`src/rtl/gameconsole_pkg.sv`:
```
// gameconsole_pkg: VRAM region map, posted-write entry type and CPU address decoder
package gameconsole_pkg;

    localparam logic [31:0] VRAM_BGSP_BASE  = 32'h0600_0000;
    localparam logic [31:0] VRAM_BGSP_WORDS = 32'd1024;
    localparam logic [31:0] VRAM_MAP_BASE   = 32'h0610_0000;
    localparam logic [31:0] VRAM_MAP_WORDS  = 32'd2048;
    localparam logic [31:0] VRAM_TILE_BASE  = 32'h0620_0000;
    localparam logic [31:0] VRAM_TILE_WORDS = 32'd16384;
    localparam logic [31:0] VRAM_PAL_BASE   = 32'h0630_0000;
    localparam logic [31:0] VRAM_PAL_WORDS  = 32'd256;

    typedef enum logic [1:0] {REG_BGSP, REG_MAP, REG_TILE, REG_PAL} vram_region_e;

    typedef enum logic [1:0] {IDLE, PEND, ISSUED, RESP} rd_state_e;

    typedef struct packed {
        vram_region_e region;
        logic [13:0]  offset;
        logic [31:0]  data;
    } vram_wr_t;

    typedef struct packed {
        logic         hit;
        vram_region_e region;
        logic [13:0]  offset;
    } vram_dec_t;

    // Unsigned subtract-and-compare gives base <= addr < base+words in one test
    function automatic vram_dec_t vram_decode(input logic [31:0] addr);
        vram_dec_t r;
        logic [31:0] d;
        r = '0;
        d = addr - VRAM_BGSP_BASE;
        if (d < VRAM_BGSP_WORDS) r = '{1'b1, REG_BGSP, d[13:0]};
        d = addr - VRAM_MAP_BASE;
        if (d < VRAM_MAP_WORDS) r = '{1'b1, REG_MAP, d[13:0]};
        d = addr - VRAM_TILE_BASE;
        if (d < VRAM_TILE_WORDS) r = '{1'b1, REG_TILE, d[13:0]};
        d = addr - VRAM_PAL_BASE;
        if (d < VRAM_PAL_WORDS) r = '{1'b1, REG_PAL, d[13:0]};
        return r;
    endfunction

endpackage

```
`src/rtl/vram_wr_fifo.sv`:
```
// vram_wr_fifo: synchronous posted-write FIFO of vram_wr_t entries
module vram_wr_fifo
    import gameconsole_pkg::*;
#(
    parameter int DEPTH = 8
) (
    input  logic                     clk,
    input  logic                     rst_n,
    input  logic                     push,
    input  vram_wr_t                 din,
    input  logic                     pop,
    output vram_wr_t                 dout,
    output logic                     full,
    output logic                     empty,
    output logic [$clog2(DEPTH):0]   count
);
    localparam int AW = $clog2(DEPTH);

    vram_wr_t       mem [DEPTH];
    logic [AW-1:0]  wr_ptr;
    logic [AW-1:0]  rd_ptr;

    always_ff @(posedge clk or negedge rst_n) begin
        if (!rst_n) begin
            wr_ptr <= '0;
            rd_ptr <= '0;
            count  <= '0;
        end else begin
            wr_ptr <= wr_ptr + AW'(push);
            rd_ptr <= rd_ptr + AW'(pop);
            count  <= count + (AW+1)'(push) - (AW+1)'(pop);
        end
    end

    always_ff @(posedge clk) begin
        if (push) mem[wr_ptr] <= din;
    end

    assign dout  = mem[rd_ptr];
    assign full  = count == (AW+1)'(DEPTH);
    assign empty = count == '0;

endmodule

```
`src/rtl/vram_bus_responder.sv`:
```
// vram_bus_responder: CPU bus target for VRAM with posted writes, ordered reads and PPU yield
module vram_bus_responder
    import gameconsole_pkg::*;
#(
    parameter int FIFO_DEPTH = 8
) (
    input  logic        clk,
    input  logic        rst_n,
    input  logic        mem_en,
    input  logic        mem_we,
    input  logic [31:0] mem_addr,
    input  logic [31:0] mem_din,
    output logic [31:0] mem_dout,
    output logic        mem_rvalid,
    output logic        mem_busy,
    output logic        mem_err,
    input  logic        ppu_busy,
    output logic        ram_en,
    output logic        ram_we,
    output logic [1:0]  ram_region,
    output logic [13:0] ram_addr,
    output logic [31:0] ram_wdata,
    input  logic [31:0] ram_rdata
);
    rd_state_e   state, state_nxt;
    vram_dec_t   dec;
    vram_wr_t    new_wr, head, wr_src;
    vram_region_e rd_region;
    logic [13:0] rd_offset;
    logic        fifo_full, fifo_empty;
    logic [$clog2(FIFO_DEPTH):0] fifo_count;
    logic        acc, wr_hit, rd_hit, rd_miss, read_issue, drain, push, pop;

    assign dec        = vram_decode(mem_addr);
    assign new_wr     = '{dec.region, dec.offset, mem_din};
    assign mem_busy   = fifo_full || state != IDLE;
    assign acc        = mem_en && !mem_busy;
    assign wr_hit     = acc && mem_we && dec.hit;
    assign rd_hit     = acc && !mem_we && dec.hit;
    assign rd_miss    = acc && !mem_we && !dec.hit;
    assign read_issue = state == PEND && fifo_empty && !ppu_busy;
    // An empty FIFO lets an accepted write go straight to the port without a queue trip
    assign drain      = (fifo_count != '0 || wr_hit) && !ppu_busy && !read_issue;
    assign wr_src     = fifo_empty ? new_wr : head;
    assign push       = wr_hit && !(fifo_empty && drain);
    assign pop        = drain && !fifo_empty;

    vram_wr_fifo #(.DEPTH(FIFO_DEPTH)) u_fifo (
        .clk   (clk),
        .rst_n (rst_n),
        .push  (push),
        .din   (new_wr),
        .pop   (pop),
        .dout  (head),
        .full  (fifo_full),
        .empty (fifo_empty),
        .count (fifo_count)
    );

    always_ff @(posedge clk or negedge rst_n) begin
        if (!rst_n) state <= IDLE;
        else state <= state_nxt;
    end

    always_comb begin
        state_nxt = state;
        unique case (state)
            IDLE:   state_nxt = rd_hit ? PEND : IDLE;
            PEND:   state_nxt = read_issue ? ISSUED : PEND;
            ISSUED: state_nxt = RESP;
            RESP:   state_nxt = IDLE;
        endcase
    end

    always_ff @(posedge clk or negedge rst_n) begin
        if (!rst_n) begin
            ram_en     <= 1'b0;
            ram_we     <= 1'b0;
            ram_region <= '0;
            ram_addr   <= '0;
            ram_wdata  <= '0;
            mem_dout   <= '0;
            mem_rvalid <= 1'b0;
            mem_err    <= 1'b0;
            rd_region  <= REG_BGSP;
            rd_offset  <= '0;
        end else begin
            ram_en     <= drain || read_issue;
            ram_we     <= drain;
            mem_err    <= acc && !dec.hit;
            mem_rvalid <= rd_miss || state == RESP;
            if (drain) begin
                ram_region <= wr_src.region;
                ram_addr   <= wr_src.offset;
                ram_wdata  <= wr_src.data;
            end else if (read_issue) begin
                ram_region <= rd_region;
                ram_addr   <= rd_offset;
            end
            if (rd_miss) mem_dout <= '0;
            else if (state == RESP) mem_dout <= ram_rdata;
            if (rd_hit) begin
                rd_region <= dec.region;
                rd_offset <= dec.offset;
            end
        end
    end

endmodule
```
`config.mk`:
```
export PLATFORM = sky130hd
export DESIGN_NAME = vram_bus_responder
export DESIGN_NICKNAME = d
export VERILOG_FILES = /design/src/rtl/gameconsole_pkg.sv /design/src/rtl/vram_wr_fifo.sv /design/src/rtl/vram_bus_responder.sv
export SDC_FILE = /design/constraint.sdc
export NUM_CORES = 1
export LEC_CHECK = 0
export CORE_MARGIN = 2
export CORE_UTILIZATION = 45
export CTS_CLUSTER_DIAMETER = 40
export DETAILED_ROUTE_END_ITERATION = 6
export MAX_ROUTING_LAYER = met4
export PLACE_DENSITY_LB_ADDON = 0.05
export SYNTH_ARGS = -nofsm -noshare
export SYNTH_HDL_FRONTEND = slang
export SYNTH_SLANG_ARGS = --single-unit
```
`constraint.sdc`:
```
create_clock -name clk -period 18.73 [get_ports clk]
set_clock_uncertainty 0.1 [all_clocks]
set_input_delay 2.8095 -clock clk [delete_from_list [all_inputs] [get_ports clk]]
set_output_delay 2.8095 -clock clk [all_outputs]
set_load 0.005 [all_outputs]
```
==> results of run 1 <==
critical path, cell delays in order:
cell,delay [ns]
clkdlybuf4s50_1,0.79
ha_1,0.46
or3b_1,0.50
o21ai_0,0.28
a21boi_0,0.12
nand4b_1,0.22
o22ai_2,0.55
nor3_4,0.08
buf_4,0.25
or3b_1,0.53
nor3b_2,0.71
buf_4,0.72
final timing paths:
kind / end / slack (ns)
max in group asynchronous: u_fifo.rd_ptr[0]$_DFF_PN0_ / 15.09
min in group asynchronous: mem_dout[17]$_DFFE_PN0P_ / 2.11
worst min-delay path: ram_wdata[30]$_DFFE_PN0N_ / 0.39
worst min register to register: ram_wdata[30]$_DFFE_PN0N_ / 0.39
worst max-delay path: u_fifo.mem[3][35]$_DFFE_PP_ / 10.75
worst max register to register: u_fifo.mem[3][35]$_DFFE_PP_ / 14.89
synthesized netlist by cell type, types with 3 or more instances:
cell / number
mux4_2: 96
edfxtp_1: 384
nor2b_1: 14
a221o_1: 13
nand2b_1: 3
or4_1: 3
or3_1: 4
nor4b_1: 3
a21oi_1: 39
o211ai_1: 7
nand2_1: 124
a21o_1: 5
nor3_1: 13
nand3_1: 4
o21ai_0: 57
nor4_1: 8
nor2_1: 14
ha_1: 15
buf_2: 9
nand4b_1: 3
xor2_1: 7
buf_1: 12
mux2i_1: 50
buf_6: 4
mux2_1: 4
dfrtp_1: 112
mux2_2: 44
nand4_1: 10
inv_1: 20
and3b_1: 3
a211oi_1: 5
clkbuf_1: 50
xnor2_1: 9
and2_1: 18
a311oi_1: 3
nor3b_1: 4
cell type report:
class | count | area share, %
Clock inverter | 45 | 1.829
Timing Repair Buffer | 205 | 7.872
Tap cell | 600 | 2.950
Inverter | 20 | 0.2950
Sequential cell | 496 | 56.37
Multi-Input combinational cell | 626 | 23.02
Clock buffer | 89 | 7.661
flip-flops by register name (all words and copies together) (netlist names), 2 cells and up, named ones only:
register / count
ram_wdata: 32
mem_dout: 32
u_fifo.wr_ptr: 3
ram_region: 2
ram_addr: 14
rd_region: 2
u_fifo.rd_ptr: 3
u_fifo.mem: 384
u_fifo.count: 4
rd_offset: 14
kinds of logic after synthesis:
logic type,count (synthesis),synth area share [%]
simple gates,244,6.001
fa+ha+maj,16,1.011
flops,496,69.79
buf+inv,97,2.010
mux,194,15.60
compound gates,156,4.910
xor+xnor,16,0.6823
metrics by stage:
stage	setup WS (ns)	std cells	hold slack [ns]
6_report	10.75	2081	0.3886
4_1_cts	10.74	2081	0.3939
5_1_grt	10.40	2081	0.4014
3_5_place_dp	10.13	1947	0.3819
2_1_floorplan	8.160	1219	0.3721
3_3_place_gp	10.30	1947	0.3691
power breakdown:
group	internal (µW)	switching, µW
Clock	834	498
Sequential	1270	108
Combinational	473	344
Total	2580	950
per-layer routing:
metal	share of wire [%]	vias up	GRT usage (%)
met5	0	-	-
li1	-	5196	-
met1	45	5963	27.87
met2	48	305	32.27
met4	1.8	0	5.251
met3	4.9	72	4.533
==> results.md, run 1 <==
- R2R depth: 8
- Drt pass-1 iters: 5
- Crit. End Element: flip-flop
- Global-route usage over all layers: about a fifth
- Core footprint: approximately 45000 µm²
- Clk pin slew, worst setup/hold paths: roughly 0.050 ns
- Setup Fix Bufs, Post-CTS: 0
- Largest area contributor in the netlist: edfxtp_1
- RSZ-0062 raised after global routing: false
- Die height: around 220 µm
- Post_cts resized: 0
- Critical path origin: mem_addr[25]
- WL final: 46260 µm
- Area post-placement: about 23000 µm²
- Worst Setup Start Kind: primary input
- Netlist cell types: 71
- Design area: about 25000 µm²
- Hold path cells: 1
- Overall Power: between 3000 and 4000 µW
- Post-CTS Hold Fix Bufs: 0
- Worst reg2reg path startpoint: u_fifo.count[2]$_DFF_PN0_
- Die Area: 47370 µm²
- Root Driver: clkbuf_16
- Post-synthesis register bit count: ~500
- Crit Path Class: primary input to flip-flop
- Most common flop cell mapped by yosys: edfxtp_1
- Fin. Hold Viols: 0
- Num CTS Buffers: between 70 and 80
- Area of the multi-input gates: slightly below 6000 µm²
- Layout area overhead: 23.90%
- Post-synth top area share: around 56%
- DR vias/cell: 5.543
- Hold crit path type: flip-flop to flip-flop
- EDFF count, synth: between 300 and 400
- Fill count: between 3000 and 4000
- Mean Syn Cell Area: approximately 17 µm²
- Final Max Tran Viols: 0
- Largest net degree at the start of global routing: 69
- Clk Latency, worst-skew pair: a little under 0.6 ns
- Peak Freq: about 0.13 GHz
- Most frequent cells in the layout: 384 x edfxtp_1, 184 x clkdlybuf4s50_1, 124 x nand2_1
- First-pass GRT wire length: approximately 70000 µm
- Largest cells by area after synthesis: edfxtp_1 56%, dfrtp_1 14%, mux4_2 11%
- N_diodes: 0
- DPL Wire Length: 26830 µm
- Seq/Total Area, Yosys: between 60% and 70%
- Hold_sp: ram_wdata[30]$_DFFE_PN0N_
- Total grt overflow: 0
- Final Core Density: a little under three fifths
- Routability cong.: about 0.85
- Status: finished, final reports clean
- Avg WL per Cell: approximately 22 µm
- CP Data Arrival Time: between 8 and 9 ns
- Final #Nets: between 1500 and 2000
- Site Rows: 78
- Setup TNS Final: 0 ns
- Net Count, Synth: approximately 1300
- WP data required: around 19 ns
- Final ANT Viol Nets: 0
- Pwr dens: approximately 140 nW/µm²
- Fin crit share: between 40% and 50%
- Post-Syn Instances: roughly 1200
- I/O Buffers: 185
- Slew margin rel.: between 20% and 30%
- Via count of the first global-routing pass: ~12000
- Die width: approximately 220 µm
- Storage cell area: 14350 µm²
- DRT iter0 DRCs: ~730
- Final setup fails: 0
- DRC: 0
- Max cap viols: 0
- Vias post-DR: about 12000
- Actual slew at the worst max-slew pin: 1.192 ns
- Peak supply drop: approximately 0.000075 V
- Starting Density: between 40% and 50%
- CP Max Fanout: 40
- Leakage: 0.008615 µW
- Layout cells sized above 1: 20.86%
- CTS tree: done
- Io pins: 186
- Mapped Area: about 21000 µm²
- Clk buf depth: 3
- Period minus WS final: roughly 8.0 ns
- Synth async-reset ratio: roughly 23%
- Yosys warns: 0
- Total clock sinks: just under 500
- Most common cell after layout, fill and taps aside: edfxtp_1
- H-tree depth: 3
- Initial antenna violation count: 0
No activity file was read; power rests on OpenSTA's default activity.
==> inputs of run 2 (changes only) <==
- clock period: 18.73 -> 7.4 ns (I/O delays scaled with it)
==> run 2 against run 1 <==
  * Critical path depth decreased by 1
  * Clock power increased to 2.6 times the previous value
  * Highest routed layer unchanged
  * Register-to-register slack worse by 11 ns
==> results.md, run 2 (same netlist as run 1, synthesis figures left out) <==
- Setup Fix Bufs, Post-CTS: 0 (unchanged)
- DPL Wire Length: 27570 µm (+2.8%)
- Root Driver: clkbuf_16
- Setup WS pre-CTS: 1.079 ns (-9.054 ns)
- Die Area: 47370 µm² (unchanged)
- N_diodes: 0 (unchanged)
- Initial antenna violation count: 0 (unchanged)
- Area of the multi-input gates: 5892 µm² (+0.58%)
- CTS tree: done
- Fin crit share: 76.79%
- Period minus WS final: between 5 and 6 ns
- Starting Density: 45.45% (unchanged)
- Storage cell area: 14350 µm² (unchanged)
- Clk pin slew, worst setup/hold paths: 0.05 ns (about the same)
- I/O Buffers: 185 (unchanged)
- Global-route usage over all layers: 21.01% (+0.30 points)
- Avg WL per Cell: 22.28 µm (+0.24%)
- Final WS setup: 1.718 ns (-9.033 ns)
- WL final: 46680 µm (+0.92%)
- Site Rows: 78 (unchanged)
- Fin. Hold Viols: 0 (unchanged)
- Worst Setup Start Kind: primary input
- Routability cong.: 0.8369 (-1.3%)
- Peak supply drop: 0.0002017 V (+170%)
- Status: finished, final reports clean
- Pwr dens: 353.6 nW/µm² (+150%)
- Setup TNS Final: 0 ns (unchanged)
- Via count of the first global-routing pass: 12053 (+0.83%)
- Max cap viols: 0 (unchanged)
- Crit. End Element: flip-flop
- Io pins: 186 (unchanged)
- CP Data Arrival Time: 5.84 ns (-2.24 ns)
- DRT iter0 DRCs: 737 (+1.7%)
- Final Max Tran Viols: 0 (unchanged)
- Total clock sinks: 496 (unchanged)
- Fill count: 3535 (-1.2%)
- DRC: 0 (unchanged)
- Largest register FFs: 384 (unchanged)
- Most common cell after layout, fill and taps aside: edfxtp_1
- Hold crit path type: flip-flop to flip-flop
- Clk buf depth: 3 (unchanged)
- Area post-placement: 23120 µm² (+0.37%)
- DR vias/cell: 5.474 (-1.3%)
- Final ANT Viol Nets: 0 (unchanged)
- Vias post-DR: 11468 (-0.59%)
- Slew margin rel.: 22.01% (+1.5 points)
- WP data required: 7.56 ns (-11.27 ns)
- Final #Nets: 1547 (+0.52%)
- Layout area overhead: 25.10%
- RSZ-0062 raised after global routing: false
- First-pass GRT wire length: 72460 µm (+1.4%)
- CP Max Fanout: 33 (-18%)
- Num CTS Buffers: 77 (+5.5%)
- Post_cts resized: 0 (unchanged)
- Layout cells sized above 1: 21.54% (+0.67 points)
- Drt pass-1 iters: 5 (unchanged)
- Leakage: 0.008758 µW (+1.7%)
- Die width: 217.6 µm (unchanged)
- Overall Power: 9085 µW (+160%)
- Total grt overflow: 0 (unchanged)
- Most frequent cells in the layout: 384 x edfxtp_1, 184 x clkdlybuf4s50_1, 124 x nand2_1
- Final setup fails: 0 (unchanged)
- Largest net degree at the start of global routing: 98 (+42%)
- Crit Path Class: primary input to flip-flop
- Die height: 217.6 µm (unchanged)
- Reg with most FFs: u_fifo.mem
- Actual slew at the worst max-slew pin: 1.170 ns (-0.02183 ns)
- Post-CTS Hold Fix Bufs: 0 (unchanged)
- Core footprint: 45190 µm² (unchanged)
- Design area: 25690 µm² (+0.97%)
- H-tree depth: 3 (unchanged)
- Clk Latency, worst-skew pair: 0.59 ns (about the same)
- Largest registers: u_fifo.mem: 384 flops, mem_dout: 32 flops, ram_wdata: 32 flops
- Peak Freq: 0.1760 GHz
-- run 2: cell count changes in the layout (fill, tap and decap cells not counted), moves of 2 or more --
cell        change
clkinv_8        +3
buf_4           +3
bufinv_16       -2
nor3b_4         +3
clkinv_2        -3
clkinv_4        -2
clkbuf_16       +6
inv_8           -2
clkinvlp_4      +8
nor3b_2         -3
buf_12          +2
-- run 2: where the power goes --
group          internal, µW  total [µW]  leakage (µW)  switching (µW)
clock                  2200        3500       0.00122            1310
combinational          1210        2000       0.00279             786
sequential             3220        3580       0.00475             360
-- run 2: final timing paths --
kind / slack, ns / cells after the start / endpoint / startpoint
max in group asynchronous: 5.26 / 2 / u_fifo.rd_ptr[2]$_DFF_PN0_ / rst_n
worst min-delay path: 0.38 / 1 / ram_wdata[29]$_DFFE_PN0N_ / ram_wdata[29]$_DFFE_PN0N_
worst max-delay path: 1.72 / 11 / u_fifo.mem[2][8]$_DFFE_PP_ / mem_addr[25]
min in group asynchronous: 0.49 / 1 / mem_dout[17]$_DFFE_PN0P_ / rst_n
worst min register to register: 0.38 / 1 / ram_wdata[29]$_DFFE_PN0N_ / ram_wdata[29]$_DFFE_PN0N_
worst max register to register: 3.83 / 8 / u_fifo.mem[2][8]$_DFFE_PP_ / u_fifo.count[2]$_DFF_PN0_
-- run 2: area by class of cell --
cell class              count  share of cell area (%)
clock buffers              97                   8.240
clock inverters            47                   1.787
inverters                  20                  0.2922
multi-input cells         626                   22.93
flip-flops and latches    496                   55.83
well taps                 600                   2.922
repair buffers            209                   7.996
-- run 2: routing by layer --
metal | up-vias | GRT usage, % | share of wire, %
li1 | 5217 | - | -
met1 | 5911 | 28.40 | 45
met2 | 284 | 32.30 | 48
met3 | 56 | 4.142 | 4.6
met4 | 0 | 6.735 | 1.9
met5 | - | - | 0
-- run 2: worst max-delay path, stage by stage --
cell and delay [ns]:
clkdlybuf4s50_1 0.77, ha_1 0.46, or3b_1 0.50, o21ai_0 0.24
a21boi_0 0.12, nand4b_1 0.24, o22ai_2 0.59, nor3_4 0.10
nor3_1 0.33, and3b_2 0.93, buf_4 0.43
-- run 2: stage by stage --
stage / hold slack [ns] / std cells / utilization, %
floorplan: 0.3721 / 1219 / -
global placement: 0.3693 / 1951 / 51.16
detailed placement: 0.3789 / 1951 / 51.16
CTS: 0.3904 / 2095 / 56.86
global route: 0.4064 / 2095 / 56.86
finish: 0.3819 / 2095 / 56.86
==> inputs of run 3 (changes only) <==
- clock period: 7.4 -> 5.9 ns (I/O delays scaled with it)
==> run 3 against run 2 <==
  * Routed wire length grew 0.15%
  * Power grew 26%
  * Count of clock-buffer cells in the layout shrank 14
  * Flip-flop and latch count is the same
  * Largest power group unchanged
  * Combinational power grew 27%
  * Critical path depth shrank 1
  * Core utilization grew 0.11 points
  * Clock power grew 25%
  * Sequential share of layout area shrank 0.10 points
  * Critical endpoint is now u_fifo.mem[5][28]$_DFFE_PP_
  * Setup slack lost 0.56 ns
  * Design area grew 0.18%
==> results.md, run 3 (same netlist as run 1, synthesis figures left out) <==
- DRT iter0 DRCs: 712 (-3.4%)
- Clk buf depth: 3 (unchanged)
- Period minus WS final: 4.743 ns
- Initial antenna violation count: 0 (unchanged)
- Largest register FFs: 384 (unchanged)
- Post-CTS Hold Fix Bufs: 0 (unchanged)
- Starting Density: 45.45% (unchanged)
- Routability cong.: 0.8768 (+4.8%)
- Final setup fails: 0 (unchanged)
- I/O Buffers: 185 (unchanged)
- R2R depth: 8 (unchanged)
- Largest net degree at the start of global routing: 98 (unchanged)
- WHS: 0.1650 ns (-0.2170 ns)
- Site Rows: 78 (unchanged)
- Most common cell after layout, fill and taps aside: edfxtp_1
- Num CTS Buffers: 71 (-7.8%)
- FF-to-FF setup slack: 2.43 ns (-1.40 ns)
- Actual slew at the worst max-slew pin: 1.188 ns (+0.01775 ns)
- Die height: 217.6 µm (unchanged)
- Clk pin slew, worst setup/hold paths: 0.06 ns (about the same)
- Root Driver: clkbuf_16
- Global-route usage over all layers: 21.04% (+0.026 points)
- Avg WL per Cell: 22.35 µm (+0.30%)
- Critical path origin: mem_addr[23]
- Slew margin rel.: 20.64% (-1.4 points)
- Status: finished, final reports clean
- Layout cells sized above 1: 21.65% (+0.11 points)
- Setup WS pre-CTS: 0.5007 ns (-0.5779 ns)
- Die Area: 47370 µm² (unchanged)
- First-pass GRT wire length: 73000 µm (+0.73%)
- Final ANT Viol Nets: 0 (unchanged)
- Setup Fix Bufs, Post-CTS: 0 (unchanged)
- Overall Power: 11400 µW (+26%)
- DR vias/cell: 5.529 (+1.0%)
- Io pins: 186 (unchanged)
- Largest registers: u_fifo.mem: 384 flops, mem_dout: 32 flops, ram_wdata: 32 flops
- Peak supply drop: 0.0002369 V (+17%)
- Crit Path Class: primary input to flip-flop
- Vias post-DR: 11566 (+0.85%)
- Worst Setup Start Kind: primary input
- Die width: 217.6 µm (unchanged)
- Crit. End Element: flip-flop
- Fin. Hold Viols: 0 (unchanged)
- Hold crit path type: primary input to async pin
- WP data required: 6.05 ns (-1.51 ns)
- Drt pass-1 iters: 5 (unchanged)
- Final Max Tran Viols: 0 (unchanged)
- DPL Wire Length: 27140 µm (-1.6%)
- H-tree depth: 3 (unchanged)
- Clk Latency, worst-skew pair: 0.59 ns (about the same)
- Max cap viols: 0 (unchanged)
- Layout area overhead: 25.33%
- Reg with most FFs: u_fifo.mem
- Final #Nets: 1550 (+0.19%)
- Peak Freq: about 0.21 GHz
- Pwr dens: 443.0 nW/µm² (+25%)
- N_diodes: 0 (unchanged)
- Total grt overflow: 0 (unchanged)
- Total clock sinks: 496 (unchanged)
- Core footprint: 45190 µm² (unchanged)
- Fin crit share: around 80%
- DRC: 0 (unchanged)
- CTS tree: done
- CP Data Arrival Time: 4.89 ns (-0.95 ns)
- Most frequent cells in the layout: 384 x edfxtp_1, 184 x clkdlybuf4s50_1, 124 x nand2_1
- WL final: 46750 µm (+0.15%)
- Final WS setup: 1.157 ns (-0.5607 ns)
- Worst reg2reg path startpoint: u_fifo.count[2]$_DFF_PN0_
- CP Max Fanout: 36 (+9.1%)
- Leakage: 0.008790 µW (+0.37%)
- Post_cts resized: 0 (unchanged)
- RSZ-0062 raised after global routing: false
- Via count of the first global-routing pass: 12147 (+0.78%)
## run 3: cell types whose count changed in the layout (fill, tap and decap cells not counted)
cell        delta
bufinv_16      +5
buf_6          +1
clkinv_1       +2
buf_4          +4
clkbuf_8       -3
inv_6          +3
clkinv_4       -2
clkinv_2       -1
clkinvlp_4     -4
clkbuf_16      -5
buf_12         +4
clkinv_8       -1
clkbuf_1       -6
## run 3: area by class of cell
class	count	area, µm²
Timing Repair Buffer	218	2176
Inverter	20	75.07
Clock inverter	49	574.3
Tap cell	600	750.7
Multi-Input combinational cell	626	5892
Sequential cell	496	14350
Fill cell	3557	19440
Clock buffer	83	1928
## run 3: metal layers
layer / track usage [%] / share of wire, % / vias up
met3: 4.184 / 5.1 / 94
met5: - / 0 / -
met2: 32.42 / 48 / 334
li1: - / - / 5220
met1: 28.22 / 45 / 5918
met4: 7.032 / 2.5 / 0
## run 3: where the power goes
group	leakage (µW)	internal [µW]	switching (µW)
logic	0.00284	1530	1000
registers	0.00475	4040	455
clock network	0.00119	2780	1600
## run 3: final timing paths
path,to
max,u_fifo.mem[5][28]$_DFFE_PP_
min,mem_dout[0]$_DFFE_PN0P_
max reg2reg,u_fifo.mem[5][28]$_DFFE_PP_
min reg2reg,ram_wdata[30]$_DFFE_PN0N_
max in group asynchronous,ram_wdata[15]$_DFFE_PN0N_
min in group clk,ram_wdata[30]$_DFFE_PN0N_
## run 3: critical path, cell delays in order
cell and delay (ns):
clkdlybuf4s50_1 0.72, or3b_2 0.61, a221oi_1 0.37, xnor2_1 0.19
nand4_1 0.21, o22ai_2 0.24, nor3_4 0.07, or3b_1 0.43
nor3b_4 0.76, buf_12 0.36
## run 3: stage by stage
stage                     setup TNS, ns  util [%]  cells  instance area (µm²)
final                                 0     56.97   2092                25740
after global routing                  0     56.97   2092                25740
after CTS                             0     56.97   2092                25740
after detailed placement              0     51.43   1960                23240
after global placement                0     51.43   1960                23240
after floorplan                  -18.89         -   1219                20580
